File: src/rtl/spi_seq_pkg.sv
// Shared types and helpers for the SPI frame sequencer: FSM states, frame layout, channel width.
package spi_seq_pkg;

    typedef enum logic [1:0] {IDLE, START, WAIT, DRAIN} state_t;

    localparam int unsigned NUM_SLAVES_DEF = 5;
    localparam int unsigned NUM_BITS_DEF   = 12;

    // Channel index width, never narrower than one bit.
    function automatic int unsigned ch_width(input int unsigned n);
        return (n > 1) ? $clog2(n) : 1;
    endfunction

    localparam int unsigned CH_W = ch_width(NUM_SLAVES_DEF);

    // Same layout as the SPI parallel frame: channel i at [i].
    typedef logic [NUM_SLAVES_DEF-1:0][NUM_BITS_DEF-1:0] frame_t;

endpackage

File: src/rtl/sample_timer.sv
// Sample period down-counter: one-cycle trigger every period_i cycles while enabled.
module sample_timer #(
    parameter int unsigned PERIOD_WIDTH = 16
) (
    input  logic                    clk_i,
    input  logic                    rst_ni,
    input  logic                    enable_i,
    input  logic [PERIOD_WIDTH-1:0] period_i,
    output logic                    trigger_o
);

    logic [PERIOD_WIDTH-1:0] cnt_q, cnt_d;
    logic                    run_q, run_d;
    logic [PERIOD_WIDTH-1:0] reload;

    // Periods of 0 and 1 both reload 0, i.e. trigger every cycle.
    assign reload    = (period_i > PERIOD_WIDTH'(1)) ? period_i - PERIOD_WIDTH'(1) : '0;
    assign trigger_o = enable_i && run_q && (cnt_q == '0);

    always_comb begin
        run_d = run_q;
        cnt_d = cnt_q;
        if (!enable_i) begin
            run_d = 1'b0;
            cnt_d = '0;
        end else if (!run_q || trigger_o) begin
            run_d = 1'b1;
            cnt_d = reload;
        end else begin
            cnt_d = cnt_q - PERIOD_WIDTH'(1);
        end
    end

    always_ff @(posedge clk_i or negedge rst_ni) begin
        if (!rst_ni) begin
            run_q <= 1'b0;
            cnt_q <= '0;
        end else begin
            run_q <= run_d;
            cnt_q <= cnt_d;
        end
    end

endmodule

File: src/rtl/spi_frame_sequencer.sv
// Triggers SPI conversions on a sample period, captures each parallel frame and streams
// it out one channel per valid/ready handshake; flags overruns and conversion timeouts.
module spi_frame_sequencer
    import spi_seq_pkg::*;
#(
    parameter int unsigned NUM_SLAVES      = NUM_SLAVES_DEF,
    parameter int unsigned NUM_BITS        = NUM_BITS_DEF,
    parameter int unsigned PERIOD_WIDTH    = 16,
    parameter int unsigned TIMEOUT_CYCLES  = 1024,
    parameter int unsigned FRAME_CNT_WIDTH = 16,
    localparam int unsigned CH_BITS        = ch_width(NUM_SLAVES)
) (
    input  logic                           clk,
    input  logic                           rst,
    input  logic                           enable,
    input  logic [PERIOD_WIDTH-1:0]        samplePeriod,
    output logic                           spiStart,
    input  logic                           spiValid,
    input  logic [NUM_SLAVES*NUM_BITS-1:0] spiData,
    output logic                           outValid,
    input  logic                           outReady,
    output logic [NUM_BITS-1:0]            outData,
    output logic [CH_BITS-1:0]             outChannel,
    output logic                           outLast,
    output logic [FRAME_CNT_WIDTH-1:0]     frameCount,
    output logic                           overrun,
    output logic                           timeout
);

    localparam int unsigned TO_W = $clog2(TIMEOUT_CYCLES + 1);
    localparam logic [TO_W-1:0] TO_MAX = TO_W'(TIMEOUT_CYCLES - 1);
    localparam logic [CH_BITS-1:0] LAST_CH = CH_BITS'(NUM_SLAVES - 1);

    state_t                               state_q, state_d;
    logic [NUM_SLAVES-1:0][NUM_BITS-1:0]  frame_q, frame_d;
    logic [TO_W-1:0]                      to_cnt_q, to_cnt_d;
    logic [FRAME_CNT_WIDTH-1:0]           frame_cnt_q, frame_cnt_d;
    logic [NUM_BITS-1:0]                  out_data_q, out_data_d;
    logic [CH_BITS-1:0]                   out_ch_q, out_ch_d;
    logic                                 out_valid_q, out_valid_d;
    logic                                 out_last_q, out_last_d;
    logic                                 spi_start_q, spi_start_d;
    logic                                 spi_valid_q;
    logic                                 overrun_q, overrun_d;
    logic                                 timeout_q, timeout_d;
    logic                                 trigger;
    logic                                 spi_valid_rise;

    sample_timer #(
        .PERIOD_WIDTH(PERIOD_WIDTH)
    ) u_sample_timer (
        .clk_i    (clk),
        .rst_ni   (rst),
        .enable_i (enable),
        .period_i (samplePeriod),
        .trigger_o(trigger)
    );

    assign spi_valid_rise = spiValid && !spi_valid_q;

    always_comb begin
        state_d     = state_q;
        frame_d     = frame_q;
        to_cnt_d    = to_cnt_q;
        frame_cnt_d = frame_cnt_q;
        out_data_d  = out_data_q;
        out_ch_d    = out_ch_q;
        out_valid_d = out_valid_q;
        out_last_d  = out_last_q;
        spi_start_d = 1'b0;
        timeout_d   = timeout_q;
        // Triggers outside IDLE (including the DRAIN->IDLE cycle) are dropped, not queued.
        overrun_d   = overrun_q | (trigger && (state_q != IDLE));

        unique case (state_q)
            IDLE: begin
                if (trigger) begin
                    state_d     = START;
                    spi_start_d = 1'b1;
                end
            end
            START: begin
                to_cnt_d = '0;
                state_d  = WAIT;
            end
            WAIT: begin
                if (spi_valid_rise) begin
                    frame_d     = spiData;
                    out_valid_d = 1'b1;
                    out_data_d  = spiData[NUM_BITS-1:0];
                    out_ch_d    = '0;
                    out_last_d  = (NUM_SLAVES == 1);
                    frame_cnt_d = frame_cnt_q + FRAME_CNT_WIDTH'(1);
                    state_d     = DRAIN;
                end else if (to_cnt_q == TO_MAX) begin
                    timeout_d = 1'b1;
                    state_d   = IDLE;
                end else begin
                    to_cnt_d = to_cnt_q + TO_W'(1);
                end
            end
            DRAIN: begin
                if (outReady) begin
                    if (out_last_q) begin
                        out_valid_d = 1'b0;
                        out_last_d  = 1'b0;
                        state_d     = IDLE;
                    end else begin
                        out_ch_d   = out_ch_q + CH_BITS'(1);
                        out_data_d = frame_q[out_ch_d];
                        out_last_d = (out_ch_d == LAST_CH);
                    end
                end
            end
        endcase
    end

    always_ff @(posedge clk or negedge rst) begin
        if (!rst) begin
            state_q     <= IDLE;
            frame_q     <= '0;
            to_cnt_q    <= '0;
            frame_cnt_q <= '0;
            out_data_q  <= '0;
            out_ch_q    <= '0;
            out_valid_q <= 1'b0;
            out_last_q  <= 1'b0;
            spi_start_q <= 1'b0;
            spi_valid_q <= 1'b0;
            overrun_q   <= 1'b0;
            timeout_q   <= 1'b0;
        end else begin
            state_q     <= state_d;
            frame_q     <= frame_d;
            to_cnt_q    <= to_cnt_d;
            frame_cnt_q <= frame_cnt_d;
            out_data_q  <= out_data_d;
            out_ch_q    <= out_ch_d;
            out_valid_q <= out_valid_d;
            out_last_q  <= out_last_d;
            spi_start_q <= spi_start_d;
            spi_valid_q <= spiValid;
            overrun_q   <= overrun_d;
            timeout_q   <= timeout_d;
        end
    end

    assign spiStart   = spi_start_q;
    assign outValid   = out_valid_q;
    assign outData    = out_data_q;
    assign outChannel = out_ch_q;
    assign outLast    = out_last_q;
    assign frameCount = frame_cnt_q;
    assign overrun    = overrun_q;
    assign timeout    = timeout_q;

endmodule

File: config.mk
export PLATFORM = sky130hd
export DESIGN_NAME = spi_frame_sequencer
export DESIGN_NICKNAME = d
export VERILOG_FILES = /design/src/rtl/spi_seq_pkg.sv /design/src/rtl/sample_timer.sv /design/src/rtl/spi_frame_sequencer.sv
export SDC_FILE = /design/constraint.sdc
export NUM_CORES = 1
export LEC_CHECK = 0
export CORE_MARGIN = 2
export CORE_UTILIZATION = 35
export CTS_BUF_LIST = sky130_fd_sc_hd__clkbuf_4
export CTS_CLUSTER_DIAMETER = 80
export CTS_CLUSTER_SIZE = 30
export DETAILED_ROUTE_END_ITERATION = 7
export GPL_ROUTABILITY_DRIVEN = 1
export PLACE_DENSITY_LB_ADDON = 0.25
export SKIP_LAST_GASP = 1
export SYNTH_ARGS = -nofsm -noshare
export SYNTH_HDL_FRONTEND = slang
export SYNTH_SLANG_ARGS = --single-unit
File: constraint.sdc
create_clock -name clk -period 3.5 [get_ports clk]
set_input_delay 0.7 -clock clk [delete_from_list [all_inputs] [get_ports clk]]
set_output_delay 0.7 -clock clk [all_outputs]
set_load 0.01 [all_outputs]
# ---- Yosys cells after proc, flatten, opt, wreduce, memory -nomap -nowiden
# Cells that the tools add are included.
dict set report totals {
  output_inout_bits 36
  inputBits 81
  elab_cells 94
  reg_bits 127
}
dict set report op_classes {
  n_reduce_logical 19
  n_lt_le_gt_ge 2
  add_sub_neg 5
  n_eq_ne 14
  bitwise 2
  muxes 34
}
# operator count
set ops {}
lappend ops {{$mux 12} 4}
lappend ops {{$mux 16} 3}
lappend ops {{$bmux 12 s3} 1}
lappend ops {{$sub 16x1->16 const B} 2}
lappend ops {{$pmux 12 s2} 1}
lappend ops {{$mux 11} 2}
lappend ops {{$pmux 11 s2} 1}
lappend ops {{$add 16x1->16 const B} 1}
lappend ops {{$gt 16x1->1 const B} 1}
lappend ops {{$logic_not 16->1} 1}
lappend ops {{$ne 2x2->1 const B} 7}
lappend ops {{$reduce_and 4->1} 3}
lappend ops {{$add 11x1->11 const B} 1}
lappend ops {{$eq 11x10->1 const B} 1}
lappend ops {{$mux 1} 10}
lappend ops {{$mux 2} 5}
lappend ops {{$mux 3} 3}
lappend ops {{$reduce_and 3->1} 3}
lappend ops {{$pmux 2 s4} 1}
lappend ops {{$pmux 3 s2} 1}
lappend ops {{$reduce_bool 2->1} 3}
lappend ops {{$eq 2x2->1 const B} 2}
lappend ops {{$logic_and 1x1->1} 4}
lappend ops {{$lt 3x4->1 const B} 1}
lappend ops {{other kinds (12)} 14}

# ---- Logic depth before layout (Yosys ltp)
# Gate-level depths: netlist of the first run.
dict set report depth {
  ltp_word 6
  depth_mapped 9
  depth_no_buf 7
}

# ---- Cells and area by module
# From an unflattened synthesis of the first run, not the netlist that was laid out.
dict set report hier_totals {
  cells_unflattened 553
  hier_area_um2 6438.7
}
# module cells_each area_per_inst_um2 instances seq_area_each_um2
set by_module_without_submodules {}
lappend by_module_without_submodules {spi_frame_sequencer 404 5071.1 1 2752.6}
lappend by_module_without_submodules {sample_timer 149 1367.6 1 425.4}

# ---- Worst setup path before layout of the first run
# Ideal clock, no wire load.
dict set report synth_timing {
  kind {input to register}
  startpoint {in samplePeriod[6]}
  endpoint {reg u_sample_timer.cnt_q[13]}
  setup_time_ps 122
  stages 5
  required_time_ps 3378
  n_path_buf 0
  t_arrival_ps 2256
  slack_ps 1122
  cell_sequence {nor4_1 > nand2_1 > or4_1 > xnor2_1 > a32o_1}
}
dict set report synth_between {
  elab_chain_cells 4
  elab_cells_between_ends 5
  classes_between {add/sub (1); order compare (1); mux (3)}
}
# element line
set synth_rtl {}
lappend synth_rtl {{start, declared} spi_frame_sequencer.sv:16} ;# input logic [PERIOD_WIDTH-1:0] samplePeriod,
lappend synth_rtl {{$sub 16x1->16 or $gt 16x1->1 (tied branches)} sample_timer.sv:17} ;# assign reload = (period_i > PERIOD_WIDTH'(1)) ? period_i - PERIOD_WIDTH'(1) : '0;
lappend synth_rtl {{$mux 16 (*)} sample_timer.sv:17}
lappend synth_rtl {{$mux 16 (*)} sample_timer.sv:26} ;# end else if (!run_q || trigger_o) begin
lappend synth_rtl {{$mux 16 (*)} sample_timer.sv:23} ;# if (!enable_i) begin
lappend synth_rtl {{via u_sample_timer.cnt_d[13]} sample_timer.sv:12} ;# logic [PERIOD_WIDTH-1:0] cnt_q, cnt_d;
lappend synth_rtl {{end signal, assigned} sample_timer.sv:40} ;# cnt_q <= cnt_d;
lappend synth_rtl {{end, declared} sample_timer.sv:12}
# Mark *: on every way through the listed nets, which the timed path passes. The rest lies on a longest branch.
# A chain may end at the register's enable or synchronous reset.

# ---- Worst setup path after layout of the first run
dict set report layout_timing {
  startpoint {reg out_ch_q[0], in the netlist outChannel[0]}
  endpoint {out outChannel[0]}
}
# element line
set layout_rtl {}
lappend layout_rtl {{start, declared} spi_frame_sequencer.sv:39} ;# logic [CH_BITS-1:0] out_ch_q, out_ch_d;
lappend layout_rtl {{start signal, assigned} spi_frame_sequencer.sv:138} ;# out_ch_q <= out_ch_d;
lappend layout_rtl {{end, declared} spi_frame_sequencer.sv:23} ;# output logic [CH_BITS-1:0] outChannel,
# No word-level cell between the ends.

==> results of run 1 <==
[through the flow]
stage          instances  area, sq um  utilization, %  hold slack, ns
6_report            1069         8160            45.4           0.109
5_1_grt             1069         8160            45.4           0.111
3_5_place_dp        1036         7850            43.7           0.459
3_3_place_gp        1036         7850            43.7           0.452
2_1_floorplan        707         6400               -           0.404
4_1_cts             1068         8160            45.4           0.116
[layout make-up]
cell class / count / share of cell area [%]
antenna: 1 / 0.0307
clock buffer: 19 / 1.75
clock inverter: 13 / 2.08
inverter: 12 / 0.552
multi-input combinational: 534 / 37.3
sequential: 127 / 38.9
tap: 229 / 3.51
timing repair buffer: 134 / 15.8
[worst paths after layout]
check | startpoint | end | slack [ns] | depth (start not counted)
min reg2reg | frame_q[28] | frame_q[28] | 0.48 | 2
max | outChannel[0] | outChannel[0] | 0.95 | 2
max in group asynchronous | rst | frame_q[30] | 2.62 | 2
min | rst | to_cnt_q[5] | 0.11 | 1
max reg2reg | state_q[0] | to_cnt_q[2] | 1.01 | 7
min in group clk | frame_q[28] | frame_q[28] | 0.48 | 2
[sequential cells by signal, summed over array words and instances (netlist names)]
name / count
overrun: 1
outChannel: 3
frame_q: 60
state_q: 2
to_cnt_q: 11
u_sample_timer.cnt_q: 16
frameCount: 16
outData: 12
spiStart: 1
outLast: 1
timeout: 1
u_sample_timer.run_q: 1
spi_valid_q: 1
outValid: 1
[logic make-up (layout without fill, tap and decap cells)]
| group | after synthesis | count (layout) | share of synthesized area, % |
|---|---|---|---|
| and+or+nand+nor | 385 | 385 | 26.7 |
| AOI/OAI and AO/OA | 79 | 79 | 7.88 |
| xor gates and xnor gates | 42 | 42 | 5.75 |
| DFF | 127 | 127 | 49.7 |
| other | 0 | 1 | 0 |
| muxes | 16 | 16 | 4.85 |
| buffers and inverters | 46 | 178 | 2.84 |
| adders and majority gates | 12 | 12 | 2.35 |
[power breakdown]
| part | internal (W) | total (W) | leakage, nW | switching (W) |
|---|---|---|---|---|
| Combinational | 0.000894 | 0.00192 | 1.88 | 0.00103 |
| Clock | 0.000572 | 0.00113 | 0.165 | 0.000556 |
| Sequential | 0.00193 | 0.00224 | 1.63 | 0.000303 |
[cells in the final DEF (no fill, tap or decap), types with 5 or more instances in the layout]
master / count
nand4_1: 10
xor2_1: 17
dfrtp_1: 127
xnor2_1: 25
nand3_1: 26
clkdlybuf4s50_1: 115
o21ai_0: 36
a32o_1: 5
inv_1: 12
nor3_1: 17
nand2_1: 249
a21oi_1: 8
ha_1: 12
clkbuf_4: 19
o21a_1: 10
buf_4: 19
nor4_1: 8
mux4_2: 12
nor2_1: 42
[routing by layer]
layer	wire length [um]	global-route usage, %	vias up
met3	865	4.65	17
met5	0	0	-
met4	190	5.79	0
met2	7320	26.2	139
met1	8030	25.4	2442
li1	-	-	2631
==> key figures, run 1 <==
Setup path
  – WP buf/inv: 2
  – Crit path launch type: register
  – Crit Path Max Fanout: 16
  – Worst path required time: 2.80 ns
  – Arr. time, crit path: 1.85 ns
  – Worst stage delay on the critical path: 0.62 ns
  – Worst path top cell family by delay: buffers and inverters
  – Critical path type: reg2out
  – Worst-path cell with the longest stage delay: clkdlybuf4s50_1
  – Crit. End Element: primary output
  – Cell Chain, Critical Path: buf_4 -> clkdlybuf4s50_1

Detailed routing
  – DR DRC count: 0
  – Drt pass-1 iters: 4
  – Iter 0 DRT Violations: 328
  – Wire length per cell: roughly 15 um
  – Routed Wire Length: 16.4 mm
  – Drt via density: ~4.9
  – Post-DRT Antenna Nets: 0
  – Vias: about 5200

Clock tree
  – Clk sink count: 127
  – Post-CTS Setup Bufs: 0
  – Clock root cell: clkbuf_4
  – H-Tree Level Count: 4
  – Clock slew seen by the registers of the worst setup and hold paths: 0.11 ns
  – Clk buf depth: 2
  – Clock Latency Late Sink: between 0.5 and 0.6 ns
  – CTS hold repair buffers: 0
  – TritonCTS clock tree: done
  – PostCTS Resize Cnt: 0
  – CTS Buf Count: 17

Power and ir drop
  – Pwr Total: 0.00528 W
  – Pwr/cell area: roughly 650 nW/um^2
  – P_leak: 3.67 nW
  – Worst-case vdd ir drop: roughly 350 uV

Logic synthesis
  – Number of synthesized flops with an enable pin: 0
  – Mapped Avg Cell Area: 9.05 sq um
  – Post-synth top cells: nand2_1, dfrtp_1, nor2_1
  – Yosys top cell by area: dfrtp_1
  – #FFs+latches synth: roughly 130
  – Synth Cell Area: 6400 sq um
  – Distinct cells, synth: 50
  – Sequential fraction of the synthesis area: 49.7%
  – Syn Inst Count: between 700 and 800
  – Yosys warning total: 0
  – Synth top area share: about 50%
  – Primary FF master, synth: dfrtp_1
  – Async S/R FF share, synth: between 90% and 100%
  – Count leader, synth: nand2_1
  – Largest cells by area after synthesis: dfrtp_1, nand2_1, mux4_2, xnor2_1, o21ai_0
  – Mapped Nets: 800

Place
  – # port buffers: between 100 and 150
  – DP HPWL: 12.0 mm
  – GPL Wtd Cong: 0.806
  – DP Worst Slack: 0.661 ns

GRT
  – Global-route wire length before repair: 27.3 mm
  – Total gr overflow: 0
  – GRT Overall Usage: 17.7%
  – Initial antenna violation count: 1
  – Pin count of the biggest net entering global routing: 64
  – Vias in the first global route: 5163

STA
  – Slew headroom: 34.2%
  – Tmin final: 2.55 ns
  – Peak Freq: 0.392 GHz
  – Slew Viols, Final: 0
  – Setup Viol. Count Final: 0
  – Worst Tran Pin Value: about 0.99 ns
  – Fin. Hold Viols: 0
  – Post-Route Skew: 0.0129 ns
  – Final cycle utilization of the critical path: about 73%
  – Final worst setup slack: 0.946 ns
  – Setup TNS: 0 ns
  – RSZ-0062 raised after global routing: no

Layout
  – Fillers: 1763
  – Synthesis-to-finish area growth: 27.6%
  – Layout cell share with drive strength beyond 1: 8.22%
  – Area of the multi-input gates: 3040 sq um
  – Nets: 919
  – Register area: 3180 sq um

Hold path
  – Hold/Removal Path Class: in2async

Floorplan
  – Die ar.: about 19000 sq um
  – Initial Util: 35.6%
  – Io pins: 117
  – Core Region: 18000 sq um
  – Die Wd: 139 um
  – Number of cell rows: 49
  – Die height: between 100 and 150 um

Run
  – Total of max-cap violations: 0

Outcome
  – Outcome: completed
(Power assumes the default switching activity.)
==> run 2, diff against run 1 <==
- clock period: 3.5 -> 2.5 ns (I/O delays scaled with it)
==> run 2 against run 1 <==
Compared with the run above:
- sequential share of layout area is 0.43 points lower
- worst setup slack got worse by 0.77 ns
- non-clock buffer count increased by 16
- global-route usage decreased by 0.55 points
- register-to-register slack worse by 0.64 ns
- via count increased by 2.2%
- critical path depth did not move
- combinational power up 45%
- cell area rose by 1.1%
- sequential power rose by 40%
- clock skew increased by 0.0030 ns
- critical path type unchanged
- critical endpoint unchanged
==> key figures, run 2 (synthesis gave the netlist of run 1 again) <==
Outcome
  – Outcome: completed

Place
  – DP Worst Slack: -0.0151 ns (-0.676 ns)
  – Placed insts: 1051 (+1.4%)
  – DP HPWL: 11.7 mm (-1.8%)
  – GPL Wtd Cong: 0.810 (+0.53%)
  – # port buffers: 116 (unchanged)
  – Placed Area: 8020 sq um (+2.2%)

GRT
  – Pin count of the biggest net entering global routing: 72 (+13%)
  – Global-route wire length before repair: 26.6 mm (-2.6%)
  – GRT Overall Usage: 17.1% (-0.55 points)
  – Vias in the first global route: 5081 (-1.6%)
  – Initial antenna violation count: 2 (+1)
  – Total gr overflow: 0 (unchanged)

Layout
  – Most common cell after layout, fill and taps aside: nand2_1
  – Non-filler instance count after layout: 1083 (+1.3%)
  – Layout cell share with drive strength beyond 1: 9.38% (+1.2 points)
  – Synthesis-to-finish area growth: 29.0%
  – Design Area, Final: 8250 sq um (+1.1%)
  – Nets: 935 (+1.7%)
  – Max FFs per register: 60 (unchanged)
  – Biggest register: frame_q
  – Commonest cells after routing, fill and taps aside: nand2_1, dfrtp_1, clkdlybuf4s50_1

Clock tree
  – Clock root cell: clkbuf_4
  – CTS Buf Count: 17 (unchanged)
  – Clk sink count: 127 (unchanged)
  – PostCTS Resize Cnt: 0 (unchanged)
  – Clk buf depth: 2 (unchanged)
  – Post-CTS Setup Bufs: 0 (unchanged)
  – H-Tree Level Count: 4 (unchanged)
  – Clock Latency Late Sink: 0.56 ns (about the same)
  – TritonCTS clock tree: done
  – Clock slew seen by the registers of the worst setup and hold paths: 0.11 ns (about the same)

Detailed routing
  – Drt pass-1 iters: 5 (+1)
  – Post-DRT Antenna Nets: 0 (unchanged)
  – DR DRC count: 0 (unchanged)
  – Iter 0 DRT Violations: 382 (+16%)
  – Wire length per cell: 14.8 um (-3.7%)
  – Vias: 5343 (+2.2%)
  – Routed Wire Length: 16.0 mm (-2.4%)
  – Drt via density: 4.93 (+0.86%)

STA
  – Final worst setup slack: 0.177 ns (-0.769 ns)
  – Setup Viol. Count Final: 0 (unchanged)
  – Slew headroom: 70.0% (+36 points)
  – RSZ-0062 raised after global routing: no
  – Final cycle utilization of the critical path: 92.9%
  – Fin. Hold Viols: 0 (unchanged)
  – Slew Viols, Final: 0 (unchanged)
  – Post-Route Skew: 0.0159 ns (+0.00304 ns)
  – Tmin final: 2.32 ns
  – Worst Tran Pin Value: 0.447 ns (-0.541 ns)
  – Peak Freq: between 0.4 and 0.5 GHz

Run
  – Total of max-cap violations: 0 (unchanged)

Setup path
  – Crit path launch type: register
  – Worst R2R Setup Slack: 0.37 ns (-0.64 ns)
  – Critical path type: reg2out
  – Crit Path Max Fanout: 16 (unchanged)
  – Arr. time, crit path: 1.82 ns (-0.03 ns)
  – Worst path required time: 2.00 ns (-0.80 ns)
  – Crit. End Element: primary output

Hold path
  – Hold/Removal Path Class: in2async

Floorplan
  – Initial Util: 35.6% (unchanged)
  – Die Wd: 139 um (unchanged)
  – Io pins: 117 (unchanged)
  – Die ar.: 19400 sq um (unchanged)
  – Number of cell rows: 49 (unchanged)
  – Core Region: 18000 sq um (unchanged)
  – Die height: 139 um (unchanged)

Power and ir drop
  – P_leak: 3.73 nW (+1.6%)
  – Worst-case vdd ir drop: 355 uV (+1.5%)
  – Pwr/cell area: 866 nW/um^2 (+34%)
  – Pwr Total: 0.00715 W (+35%)
==> run 2: cell count changes in the layout (fill, tap and decap cells not counted) <==
cell           previous run  this run
buf_4                    19        29
buf_12                    0         5
bufinv_16                 4         1
clkinv_1                  3         5
clkinv_2                  3         4
clkinv_4                  1         0
clkinvlp_4                2         1
dlygate4sd3_1             0         1
==> run 2: worst paths after layout <==
path,startpoint,end,depth (start not counted)
worst max-delay path,outChannel[0],outChannel[0],2
worst max register to register,u_sample_timer.cnt_q[9],state_q[0],5
worst min-delay path,rst,outData[1],2
worst min register to register,frameCount[15],frameCount[15],1
min in group clk,spiData[18],frame_q[18],3
max in group asynchronous,rst,frame_q[33],3
==> run 2: layer usage <==
metal / vias to the layer above / global-route usage, % / part of all wire [%]
li1: 2665 / - / -
met1: 2515 / 25.3 / 49
met2: 149 / 25.0 / 44
met3: 14 / 3.82 / 5.1
met4: 0 / 5.85 / 1.2
met5: - / 0 / 0
==> run 2: critical path: stages, from the launching register on <==
cell	delay, ns
dfrtp_1	0.36
buf_4	0.29
clkdlybuf4s50_1	0.62
==> run 2: repair_timing <==
action | in CTS | in global routing
hold endpoints to repair | 11 | 0
setup endpoints to repair | 0 | 0
hold buffers | 1 | 0
==> run 2: final cells by class <==
type | count | area [sq um]
clock buffers | 19 | 143
fillers | 1785 | 9710
clock inverters | 11 | 76.3
diodes | 1 | 2.50
inverters | 12 | 45.0
well taps | 229 | 287
flip-flops and latches | 127 | 3180
multi-input cells | 534 | 3040
repair buffers | 150 | 1480
==> run 2: power by group <==
| group | internal (W) | switching [W] |
|---|---|---|
| clock network | 0.000479 | 0.000738 |
| registers | 0.00271 | 0.000426 |
| logic | 0.00135 | 0.00144 |
| total | 0.00454 | 0.00260 |
==> run 2: per-stage QoR <==
stage	hold WS [ns]	util [%]	setup TNS [ns]
final	0.335	45.9	0
after CTS	0.306	45.9	0
after detailed placement	0.374	44.7	-0.0151
after global routing	0.315	45.9	0
after floorplan	0.204	-	0
after global placement	0.378	44.7	0
